[config.mk]
export PLATFORM = sky130hd
export DESIGN_NAME = cbm_issue_arbiter
export DESIGN_NICKNAME = d
export VERILOG_FILES = /design/src/rtl/cbm_pkg.sv /design/src/rtl/cbm_req_fifo.sv /design/src/rtl/cbm_issue_arbiter.sv
export SDC_FILE = /design/constraint.sdc
export NUM_CORES = 1
export LEC_CHECK = 0
export CAP_MARGIN = 10
export CORE_MARGIN = 8
export CORE_UTILIZATION = 50
export CTS_CLUSTER_DIAMETER = 40
export DETAILED_ROUTE_END_ITERATION = 16
export PLACE_DENSITY_LB_ADDON = 0.1
export SYNTH_ARGS = -nofsm -noshare
export SYNTH_HDL_FRONTEND = slang
export SYNTH_SLANG_ARGS = --single-unit
[constraint.sdc]
create_clock -name clk_i -period 5.1 [get_ports clk_i]
set_input_delay 1.02 -clock clk_i [delete_from_list [all_inputs] [get_ports clk_i]]
set_output_delay 1.02 -clock clk_i [all_outputs]
set_load 0.005 [all_outputs]
[src/rtl/cbm_pkg.sv]
// Shared types for the CBM issue arbiter: FSM encoding, request record and port id width.
package cbm_pkg;

  typedef enum logic {
    CBM_ARB_IDLE = 1'b0,
    CBM_ARB_WAIT = 1'b1
  } arb_state_e;

  typedef struct packed {
    logic [31:0] a;
    logic [31:0] b;
    logic [4:0]  rd;
  } cbm_req_t;

  localparam int PORT_ID_W = 1;
  localparam int REQ_W     = $bits(cbm_req_t);

endpackage

[src/rtl/cbm_req_fifo.sv]
// Per-port request FIFO holding queued multiply ops; supports simultaneous push and pop.
module cbm_req_fifo
  import cbm_pkg::*;
#(
  parameter int FIFO_DEPTH = 2
) (
  input  logic     clk,
  input  logic     rst_n,
  input  logic     push,
  input  logic     pop,
  input  logic     flush,
  input  cbm_req_t push_data,
  output cbm_req_t head,
  output logic     full,
  output logic     empty
);

  localparam int PTR_W = (FIFO_DEPTH > 1) ? $clog2(FIFO_DEPTH) : 1;
  localparam int CNT_W = $clog2(FIFO_DEPTH + 1);

  cbm_req_t         mem [FIFO_DEPTH];
  logic [PTR_W-1:0] wr_ptr_q;
  logic [PTR_W-1:0] rd_ptr_q;
  logic [CNT_W-1:0] count_q;
  logic             do_push;
  logic             do_pop;

  assign full    = (count_q == CNT_W'(FIFO_DEPTH));
  assign empty   = (count_q == '0);
  assign head    = mem[rd_ptr_q];
  assign do_push = push & ~full & ~flush;
  assign do_pop  = pop & ~empty & ~flush;

  // Depth is a power of two, so pointer increments wrap on their own.
  always_ff @(posedge clk or negedge rst_n) begin
    if (!rst_n) begin
      wr_ptr_q <= '0;
      rd_ptr_q <= '0;
      count_q  <= '0;
    end else if (flush) begin
      wr_ptr_q <= '0;
      rd_ptr_q <= '0;
      count_q  <= '0;
    end else begin
      if (do_push) wr_ptr_q <= wr_ptr_q + 1'b1;
      if (do_pop)  rd_ptr_q <= rd_ptr_q + 1'b1;
      case ({do_push, do_pop})
        2'b10:   count_q <= count_q + 1'b1;
        2'b01:   count_q <= count_q - 1'b1;
        default: count_q <= count_q;
      endcase
    end
  end

  always_ff @(posedge clk) begin
    if (do_push) mem[wr_ptr_q] <= push_data;
  end

endmodule

[src/rtl/cbm_issue_arbiter.sv]
// Shares one column-bypass multiplier between two issue pipes with round-robin issue
// and tagged, registered writeback of each result.
module cbm_issue_arbiter
  import cbm_pkg::*;
#(
  parameter int FIFO_DEPTH = 2
) (
  input  logic        clk_i,
  input  logic        rst_ni,
  input  logic        req0_valid_i,
  output logic        req0_ready_o,
  input  logic [31:0] req0_a_i,
  input  logic [31:0] req0_b_i,
  input  logic [4:0]  req0_rd_i,
  input  logic        req1_valid_i,
  output logic        req1_ready_o,
  input  logic [31:0] req1_a_i,
  input  logic [31:0] req1_b_i,
  input  logic [4:0]  req1_rd_i,
  input  logic        flush_i,
  output logic        mul_start_o,
  output logic [31:0] mul_a_o,
  output logic [31:0] mul_b_o,
  output logic [4:0]  mul_rd_o,
  input  logic        mul_done_i,
  input  logic [31:0] mul_result_i,
  input  logic [4:0]  mul_rd_i,
  output logic        wb_valid_o,
  output logic        wb_port_o,
  output logic [4:0]  wb_rd_o,
  output logic [31:0] wb_result_o,
  output logic        busy_o
);

  arb_state_e           state_q, state_d;
  logic                 discard_q, discard_d;
  logic [PORT_ID_W-1:0] inflight_q, inflight_d;
  logic [PORT_ID_W-1:0] rr_q, rr_d;
  logic [PORT_ID_W-1:0] grant;

  cbm_req_t push0_data, push1_data, head0, head1, head_sel;
  logic     push0, push1, pop0, pop1;
  logic     full0, full1, empty0, empty1;
  logic     issue, wb_fire;

  assign req0_ready_o = rst_ni & ~full0 & ~flush_i;
  assign req1_ready_o = rst_ni & ~full1 & ~flush_i;

  // rd=0 ops have no architectural effect, so they are acknowledged but never queued.
  assign push0 = req0_valid_i & req0_ready_o & (req0_rd_i != '0);
  assign push1 = req1_valid_i & req1_ready_o & (req1_rd_i != '0);

  assign push0_data = '{a: req0_a_i, b: req0_b_i, rd: req0_rd_i};
  assign push1_data = '{a: req1_a_i, b: req1_b_i, rd: req1_rd_i};

  cbm_req_fifo #(.FIFO_DEPTH(FIFO_DEPTH)) u_fifo0 (
    .clk      (clk_i),
    .rst_n    (rst_ni),
    .push     (push0),
    .pop      (pop0),
    .flush    (flush_i),
    .push_data(push0_data),
    .head     (head0),
    .full     (full0),
    .empty    (empty0)
  );

  cbm_req_fifo #(.FIFO_DEPTH(FIFO_DEPTH)) u_fifo1 (
    .clk      (clk_i),
    .rst_n    (rst_ni),
    .push     (push1),
    .pop      (pop1),
    .flush    (flush_i),
    .push_data(push1_data),
    .head     (head1),
    .full     (full1),
    .empty    (empty1)
  );

  // The CBM goes idle in the cycle it raises done, so a new op may start in that same cycle.
  assign issue = ((state_q == CBM_ARB_IDLE) || ((state_q == CBM_ARB_WAIT) && mul_done_i))
                 && (!empty0 || !empty1) && !flush_i;

  always_comb begin
    grant = '0;
    if (!empty0 && !empty1) grant = rr_q;
    else if (!empty1)       grant = 1'b1;
  end

  assign pop0     = issue & (grant == 1'b0);
  assign pop1     = issue & (grant == 1'b1);
  assign head_sel = (grant == 1'b1) ? head1 : head0;

  assign mul_start_o = issue;
  assign mul_a_o     = issue ? head_sel.a  : '0;
  assign mul_b_o     = issue ? head_sel.b  : '0;
  assign mul_rd_o    = issue ? head_sel.rd : '0;

  always_comb begin
    state_d    = state_q;
    discard_d  = discard_q;
    inflight_d = inflight_q;
    rr_d       = rr_q;
    if (issue) begin
      state_d    = CBM_ARB_WAIT;
      discard_d  = 1'b0;
      inflight_d = grant;
      rr_d       = ~grant;
    end else if (state_q == CBM_ARB_WAIT) begin
      if (mul_done_i)   state_d   = CBM_ARB_IDLE;
      else if (flush_i) discard_d = 1'b1;
    end
  end

  always_ff @(posedge clk_i or negedge rst_ni) begin
    if (!rst_ni) begin
      state_q    <= CBM_ARB_IDLE;
      discard_q  <= 1'b0;
      inflight_q <= '0;
      rr_q       <= '0;
    end else begin
      state_q    <= state_d;
      discard_q  <= discard_d;
      inflight_q <= inflight_d;
      rr_q       <= rr_d;
    end
  end

  // A flush arriving with done drops that result as well as any earlier-flushed op.
  assign wb_fire = (state_q == CBM_ARB_WAIT) & mul_done_i & ~discard_q & ~flush_i;

  always_ff @(posedge clk_i or negedge rst_ni) begin
    if (!rst_ni) begin
      wb_valid_o  <= 1'b0;
      wb_port_o   <= 1'b0;
      wb_rd_o     <= '0;
      wb_result_o <= '0;
    end else begin
      wb_valid_o <= wb_fire;
      if (wb_fire) begin
        wb_port_o   <= inflight_q;
        wb_rd_o     <= mul_rd_i;
        wb_result_o <= mul_result_i;
      end
    end
  end

  assign busy_o = !empty0 || !empty1 || (state_q == CBM_ARB_WAIT);

endmodule

**Word level (Yosys, flattened, before mapping)**

Memory sizes are Yosys's and may differ from the RTL's.
Index checks and enable logic that the tools add are counted.

- Register bits: 51
- RAM bits: 276
- Input port bits: 181
- Logic and storage cells: 112
- Memories kept: 2

- Add/subtract/negate cells: 8
- Equality and inequality tests: 7
- Multiplexer cells: 29
- Bitwise operators: 29
- Reduce and logical (&&, ||, !) cells: 23

Memory list:

| name | words | width | rd ports | clocked after memory_dff | wr ports | RTL line | RTL |
|---|---|---|---|---|---|---|---|
| u_fifo0.mem | 2 | 69 | 1 | 0 | 1 | cbm_req_fifo.sv:21 | `cbm_req_t mem [FIFO_DEPTH];` |
| u_fifo1.mem | 2 | 69 | 1 | 0 | 1 | cbm_req_fifo.sv:21 |  |

Operators by type and width:

| kind | number |
|---|---|
| $mux 69 | 1 |
| $mux 32 | 2 |
| $and 1x1->1 | 21 |
| $mux 1 | 21 |
| $reduce_bool 2->1 | 6 |
| $reduce_bool 5->1 | 2 |
| $eq 2x2->1 const B | 4 |
| $not 1->1 | 8 |
| $pmux 2 s2 | 2 |
| $reduce_bool 3->1 | 2 |
| $mux 5 | 1 |
| $add 1x1->1 const B | 4 |
| $add 2x1->2 const B | 2 |
| $eq 2x1->1 const B | 2 |
| $logic_and 1x1->1 | 4 |
| $logic_not 2->1 | 2 |
| $mux 2 | 2 |
| $sub 2x1->2 const B | 2 |
| $logic_not 1->1 | 3 |
| $logic_or 1x1->1 | 3 |
| $reduce_and 3->1 | 1 |
| $ne 2x1->1 const B | 1 |

**Logic depth before layout (Yosys ltp)**

Gate-level depths: netlist of the first run.

- Depth in word-level cells: 11
- Mapped depth: 6

**Modules after synthesis**

Synthesis of the first run repeated with hierarchy kept, for this count alone.

- Cells, all modules: 669
- Area, all modules: 12767.2 um^2

By module, submodules not included:

| module | instances | cells each | area an instance (um^2) |
|---|---|---|---|
| cbm_req_fifo | 2 | 240 | 5180.0 |
| cbm_issue_arbiter | 1 | 189 | 2407.3 |

**Worst setup path after synthesis of the first run**

Ideal clock, no wire load.

- Kind: input to register
- Start: input port flush_i
- End: memory u_fifo1.mem[1][0] (netlist bit), enable pin
- Library setup time: 0.496 ns
- Arrival: 4.429 ns
- Required time: 4.604 ns
- Slack: 0.175 ns
- Stages: 4
- Buffers on the path: 0
- Cells stage by stage: nand2b_1 -> nor2_2 -> nand3_2 -> nor2_1

- Longest elaborated chain between the ends: 8

RTL lines:

| element | RTL line | RTL |
|---|---|---|
| start, declared | cbm_issue_arbiter.sv:20 | `input logic flush_i,` |
| $not 1->1 | cbm_issue_arbiter.sv:47 | `assign req1_ready_o = rst_ni & ~full1 & ~flush_i;` |
| $and 1x1->1 | cbm_issue_arbiter.sv:47 |  |
| named net req1_ready_o | cbm_issue_arbiter.sv:16 | `output logic req1_ready_o,` |
| $and 1x1->1 (2 in series) | cbm_issue_arbiter.sv:51 | `assign push1 = req1_valid_i & req1_ready_o & (req1_rd_i != '0);` |
| $and 1x1->1 (2 in series) | cbm_req_fifo.sv:31 | `assign do_push = push & ~full & ~flush;` |
| $mux 1 | cbm_req_fifo.sv:56 | `if (do_push) mem[wr_ptr_q] <= push_data;` |
| $mux 1 (not written as such) | cbm_req_fifo.sv:56 |  |
| end, declared | cbm_req_fifo.sv:21 |  |

The timed path passes the listed nets, and every way through them passes these cells.

**Worst setup path after layout of the first run**

- Start: input port flush_i
- End: output port mul_rd_o[0]

- Longest elaborated chain between the ends: 3

RTL lines:

| element | RTL line | RTL |
|---|---|---|
| $logic_not 1->1 | cbm_issue_arbiter.sv:82 | `&& (!empty0 \|\| !empty1) && !flush_i;` |
| $logic_and 1x1->1 | cbm_issue_arbiter.sv:82 |  |
| $mux 5 | cbm_issue_arbiter.sv:97 | `assign mul_rd_o = issue ? head_sel.rd : '0;` |
| end, declared | cbm_issue_arbiter.sv:24 | `output logic [4:0] mul_rd_o,` |

Every way passes these cells.

==> out/results.ini, run 1 <==
[outcome]
status=complete, no violations

[pwr]
p_sw_frac=0.235
p_per_area_nw_per_um2=440
switchingPower_mw=1.77
p_comb_frac=0.186
ir_drop_v=0.000336
clockPowerShare=0.373
p_seq_frac=0.440
p_leak_nw=5.72
internal_power_mw=5.76

[synthesis]
synthArstFlopShare=0.156
yosysTopAreaCellShare=0.667
synth_fp_nets=858
yosys-top-cells-count=276 x edfxtp_1, 140 x mux2i_1, 69 x o22ai_1
synth_edf_count=276
synth_mux_area_frac=0.148
synth_top_family_by_area=multiplexers
yosysWarnings=0
synth_compound_area_frac=0.0454
post_synth.cell_area_avg_um2=18.4
synthCells=677
synthTopCellsByArea=edfxtp_1 67%, mux2i_1 11%, dfrtp_1 10%
netlist_area_um2=12400
yosysUniqueCellTypes=42
yosysMostFrequentCell=edfxtp_1
synthXorXnorAreaFrac=0.00211
synth-seq-cells=327
yosysTopAreaCell=edfxtp_1
synthAdderAreaFrac=0
synth_flop_cell=edfxtp_1
synthSimpleGateAreaFrac=0.0196
yosysSeqAreaShare=0.770

[drt]
firstDrtPassIters=5
wl_per_cell_um=21.4
ant_nets=0
first_iter_violations=483
drt_wl_total_um=28800
vias=7107
via_per_inst=5.29
drc=0

[critical_path]
slowest_stage=clkdlybuf4s50_1
critPathMaxFanout=36
cp_slowest_stage_delay_ps=690
crit_arrival_ps=3690
path_class=input pin to primary output
crit_required_ps=4080
crit_chain=clkdlybuf4s50_1, nor2_1, o21a_1, o21ai_4, buf_12, o22ai_1, clkdlybuf4s50_1
crit_buf_inv=3
crit_family=buffers and inverters
crit_path_start_kind=input pin
worst_path_most_repeated_cell=clkdlybuf4s50_1
cp-end-kind=primary output

[clock_network]
path_clk_slew_ps=50
cts-buffers-inserted=41
root_buffer=clkbuf_16
post_cts_resized=0
clock_path_buffers=3
clkLatencyLatePin_ps=510
post_cts_buffers=0
cts_tree=yes
cts_sinks=327
htreeDepth=2
ctsHoldBuffers=0

[global_route]
grt_max_degree=54
antenna_found_initial=2
grt_pass1_vias=7789
grtUsageTotal=0.187
grt_remaining_overflow=0
grt_pass1_wl_um=44400

[cells_and_area]
drive_gt1_frac=0.129
fin_util=0.701
fillers=1643
area_growth_pct=37.7
fin_cells=1344
nets=1169

[floorplan]
die_h_um=174
row_count=57
dieArea_um2=30200
core-area_um2=24400
die_w_um=174
io_pins=293
floorplan.initialDensity=0.510

[sta]
drv_slew=0
fmax_mhz=212
min_period_over_period=0.923
clock_skew_ps=21.1
hold_ws_ps=504
hold_viol_final=0
max_slew_margin=0.303
final-setup-viol-count=0
tightest_slew_ps=1040
rsz0062_at_grt=false
finalSetupTns_ps=0
period_minus_slack_ps=4710

[placed_design]
hpwl_um=19600
io_buffers=292
gp_congestion=0.748
post-place-cells=1269

[worst_hold_path]
hold_class=register to register

[flow_run]
maxCapViolCount=0

==> layout make-up <==
class	count	area, um2	share of cell area
clock buffer	47	1090	0.0638
multi-input combinational	310	2710	0.158
antenna	2	5.00	0.000293
clock inverter	26	265	0.0155
inverter	3	11.3	0.000658
timing repair buffer	305	3050	0.178
tap	324	405	0.0237
sequential	327	9570	0.559
==> path summary, 6_finish.rpt <==
kind	startpoint	end	slack, ps	depth (start not counted)
max in group asynchronous	rst_ni	u_fifo1.rd_ptr_q	3950	2
max reg2reg	u_fifo0.count_q[1]	u_fifo0.mem[0][60]	2770	5
min reg2reg	wb_result_o[4]	wb_result_o[4]	500	1
min	wb_result_o[4]	wb_result_o[4]	500	1
max	flush_i	mul_rd_o[0]	390	7
min in group asynchronous	rst_ni	wb_result_o[1]	660	2
==> metal layers <==
| layer | share of wire | global-route usage | vias up |
|---|---|---|---|
| li1 | - | - | 3314 |
| met1 | 0.41 | 0.231 | 3499 |
| met2 | 0.49 | 0.314 | 252 |
| met3 | 0.078 | 0.0595 | 42 |
| met4 | 0.018 | 0.0542 | 0 |
| met5 | 0 | 0 | - |
==> cell usage in the layout (no fill, tap or decap), types with 5 or more instances in the layout <==
| cell | Yosys | final |
|---|---|---|
| nor2_1 | 10 | 8 |
| dfrtp_1 | 51 | 49 |
| clkbuf_16 | 0 | 43 |
| nand2b_1 | 5 | 5 |
| clkinv_2 | 0 | 5 |
| mux2_2 | 37 | 37 |
| clkinvlp_4 | 0 | 5 |
| nand2_1 | 10 | 10 |
| o22ai_1 | 69 | 69 |
| clkinv_1 | 0 | 5 |
| buf_4 | 1 | 10 |
| mux2i_1 | 140 | 140 |
| edfxtp_1 | 276 | 276 |
| clkdlybuf4s50_1 | 0 | 291 |
==> through the flow <==
stage / setup slack (ps) / power [mW] / cell area (um2)
after global placement: 478 / 4.76 / 15700
final: 393 / 7.53 / 17100
after global routing: 191 / 7.82 / 17100
after detailed placement: 390 / 4.79 / 15700
after CTS: 367 / 7.62 / 17100
after floorplan: 175 / 3.93 / 12400
==> power groups by stage <==
stage                     registers, mW  logic (mW)  clock network [mW]
final                              3.31        1.40                2.81
after floorplan                    3.29       0.640                   0
after CTS                          3.32        1.43                2.87
after global routing               3.35        1.50                2.98
after detailed placement           3.37        1.42                   0
after global placement             3.36        1.41                   0
==> cell families (layout without fill, tap and decap cells) <==
family                 after synthesis  count (layout)
flip-flops                         327             327
AND/OR/NAND/NOR                     43              43
XOR/XNOR                             3               3
multiplexers                       179             179
buffers and inverters               40             381
AO/OA/AOI/OAI                       85              85
other                                0               2
==> registers in the layout (all words and copies together) (netlist names) <==
signal / cells
u_fifo0.count_q: 2
wb_valid_o: 1
wb_result_o: 32
u_fifo0.mem: 138
state_q: 1
wb_rd_o: 5
u_fifo0.rd_ptr_q: 1
u_fifo1.mem: 138
u_fifo1.rd_ptr_q: 1
u_fifo1.wr_ptr_q: 1
u_fifo0.wr_ptr_q: 1
inflight_q: 1
rr_q: 1
wb_port_o: 1
discard_q: 1
u_fifo1.count_q: 2
(Power assumes the default switching activity.)
==> run 2: changes to the inputs <==
--- a/config.mk
+++ b/config.mk
@@ -10,6 +10,7 @@
 export CORE_UTILIZATION = 50
 export CTS_CLUSTER_DIAMETER = 40
 export DETAILED_ROUTE_END_ITERATION = 16
+export GPL_ROUTABILITY_DRIVEN = 0
 export PLACE_DENSITY_LB_ADDON = 0.1
 export SYNTH_ARGS = -nofsm -noshare
 export SYNTH_HDL_FRONTEND = slang
==> results of run 2 <==
Same layout as run 1: the final DEF is identical, and so are final timing and power.
==> run 3: changes to the inputs <==
--- a/config.mk
+++ b/config.mk
@@ -5,9 +5,9 @@
 export SDC_FILE = /design/constraint.sdc
 export NUM_CORES = 1
 export LEC_CHECK = 0
-export CAP_MARGIN = 10
+export CAP_MARGIN = 40
 export CORE_MARGIN = 8
-export CORE_UTILIZATION = 50
+export CORE_UTILIZATION = 40
 export CTS_CLUSTER_DIAMETER = 40
 export DETAILED_ROUTE_END_ITERATION = 16
 export GPL_ROUTABILITY_DRIVEN = 0
==> run 3 against run 2 <==
  * Worst hold slack got worse by 33 ps
  * Maximum frequency increased by 5.5%
  * Die area increased by 23%
  * First-iteration DRC count decreased by 48%
  * Total power increased by 6.4%
  * Final cell count increased by 6.7%
  * Critical path depth unchanged
  * Sequential share of layout area decreased by 1.5 points
  * Sequential power about the same
  * Wire length increased by 5.1%
  * Combinational power increased by 4%
  * Largest cell class unchanged
==> out/results.ini, run 3 (same netlist as run 1, synthesis figures left out) <==
[placed_design]
hpwl_um=20600  ; +5.1%
post-place-cells=1346  ; +6.1%
placed_cell_area_um2=15900  ; +1.3%
io_buffers=292  ; unchanged

[clock_network]
root_buffer=clkbuf_16
cts-buffers-inserted=47  ; +15%
clkLatencyLatePin_ps=520  ; about the same
path_clk_slew_ps=50  ; about the same
clock_path_buffers=3  ; unchanged
htreeDepth=2  ; unchanged
post_cts_buffers=0  ; unchanged
ctsHoldBuffers=0  ; unchanged
cts_tree=yes
post_cts_resized=0  ; unchanged
cts_sinks=327  ; unchanged

[drt]
drt_wl_total_um=30200  ; +5.1%
first_iter_violations=252  ; -48%
vias=7120  ; +0.18%
drc=0  ; unchanged
ant_nets=0  ; unchanged
via_per_inst=4.97  ; -6.1%
wl_per_cell_um=21.1  ; -1.5%
firstDrtPassIters=4  ; -1

[floorplan]
floorplan.initialDensity=0.406  ; -0.103
row_count=64  ; +12%
io_pins=293  ; unchanged
die_w_um=192  ; +11%
die_h_um=192  ; +11%
dieArea_um2=37000  ; +23%
core-area_um2=30600  ; +25%

[sta]
hold_ws_ps=471  ; -33.4 ps
hold_viol_final=0  ; unchanged
finalSetupTns_ps=0  ; unchanged
clock_skew_ps=11.9  ; -9.20 ps
period_minus_slack_ps=4460  ; -246 ps
max_slew_margin=0.421  ; +0.118
drv_slew=0  ; unchanged
tightest_slew_ps=865  ; -176 ps
final-setup-viol-count=0  ; unchanged
min_period_over_period=0.875  ; -0.0482
rsz0062_at_grt=false
fmax_mhz=224  ; +5.5%

[pwr]
p_leak_nw=5.89  ; +3.0%
finalPower_mw=8.01  ; +6.4%
ir_drop_v=0.000305  ; -9.3%
p_per_area_nw_per_um2=456  ; +3.6%

[cells_and_area]
fin_cells=1434  ; +6.7%
nets=1180  ; +0.94%
drive_gt1_frac=0.143  ; +0.0140
layout_commonest_cell=clkdlybuf4s50_1
design_area_um2=17600  ; +2.7%
layout_common_cells=291 x clkdlybuf4s50_1, 276 x edfxtp_1, 140 x mux2i_1
area_growth_pct=41.4
top_regs=u_fifo0.mem x138, u_fifo1.mem x138, wb_result_o x32

[outcome]
status=complete, no violations

[global_route]
grt_pass1_wl_um=45300  ; +2.1%
grt_max_degree=53  ; -1.9%
grt_remaining_overflow=0  ; unchanged
grt_pass1_vias=7627  ; -2.1%
antenna_found_initial=4  ; +2
grtUsageTotal=0.160  ; -0.0275

[worst_hold_path]
hold_class=register to register

[critical_path]
rrSetupSlack_ps=2750  ; -20 ps
crit_required_ps=4080  ; about the same
crit_arrival_ps=3440  ; -250 ps
cp-end-kind=primary output
path_class=input pin to primary output
critPathMaxFanout=25  ; -31%
crit_path_start_kind=input pin

[flow_run]
maxCapViolCount=0  ; unchanged

run 3: changes by cell type in the layout (fill, tap and decap cells not counted), moves of 2 or more:
cell | previous run | this run
buf_12 | 3 | 7
clkbuf_1 | 4 | 7
bufinv_16 | 4 | 7
inv_6 | 4 | 1
clkbuf_16 | 43 | 49
clkinv_2 | 5 | 7
clkinv_4 | 2 | 5
run 3: path summary, 6_finish.rpt:
check	start	end	cells past startpoint
max reg2reg	u_fifo0.count_q[1]	u_fifo0.mem[0][2]	5
min	inflight_q	inflight_q	2
max in group asynchronous	rst_ni	u_fifo1.rd_ptr_q	2
max	mul_done_i	mul_rd_o[1]	7
min reg2reg	inflight_q	inflight_q	2
min in group asynchronous	rst_ni	state_q	2
run 3: metrics by stage:
step                       util  setup slack [ps]
after floorplan               -               175
after detailed placement  0.521               661
final                     0.574               639
after CTS                 0.574               644
after global placement    0.519               643
after global routing      0.574               481
run 3: critical path, stage by stage:
cell and delay, ps:
clkdlybuf4s50_1 480, and2b_1 230, nor3b_2 270, o21ai_4 290, buf_4 300, o22ai_1 260
clkdlybuf4s50_1 570
run 3: layout make-up:
class	instances	area [um2]
fillers	2422	13000
flip-flops and latches	327	9570
repair buffers	310	3160
multi-input cells	310	2710
clock buffers	57	1270
well taps	396	495
clock inverters	30	358
inverters	3	11.3
diodes	1	2.50
run 3: routing by layer:
layer | vias to the layer above | track usage | wire, um
li1 | 3340 | - | -
met1 | 3488 | 0.201 | 12600
met2 | 247 | 0.259 | 14300
met3 | 39 | 0.0591 | 2810
met4 | 6 | 0.0405 | 408
met5 | - | 0 | 41
run 3: where the power goes:
group	total (mW)	leakage (nW)	switching, mW	internal (mW)
combinational	1.46	1.98	0.556	0.899
clock	3.26	0.778	1.14	2.13
sequential	3.29	3.13	0.155	3.13
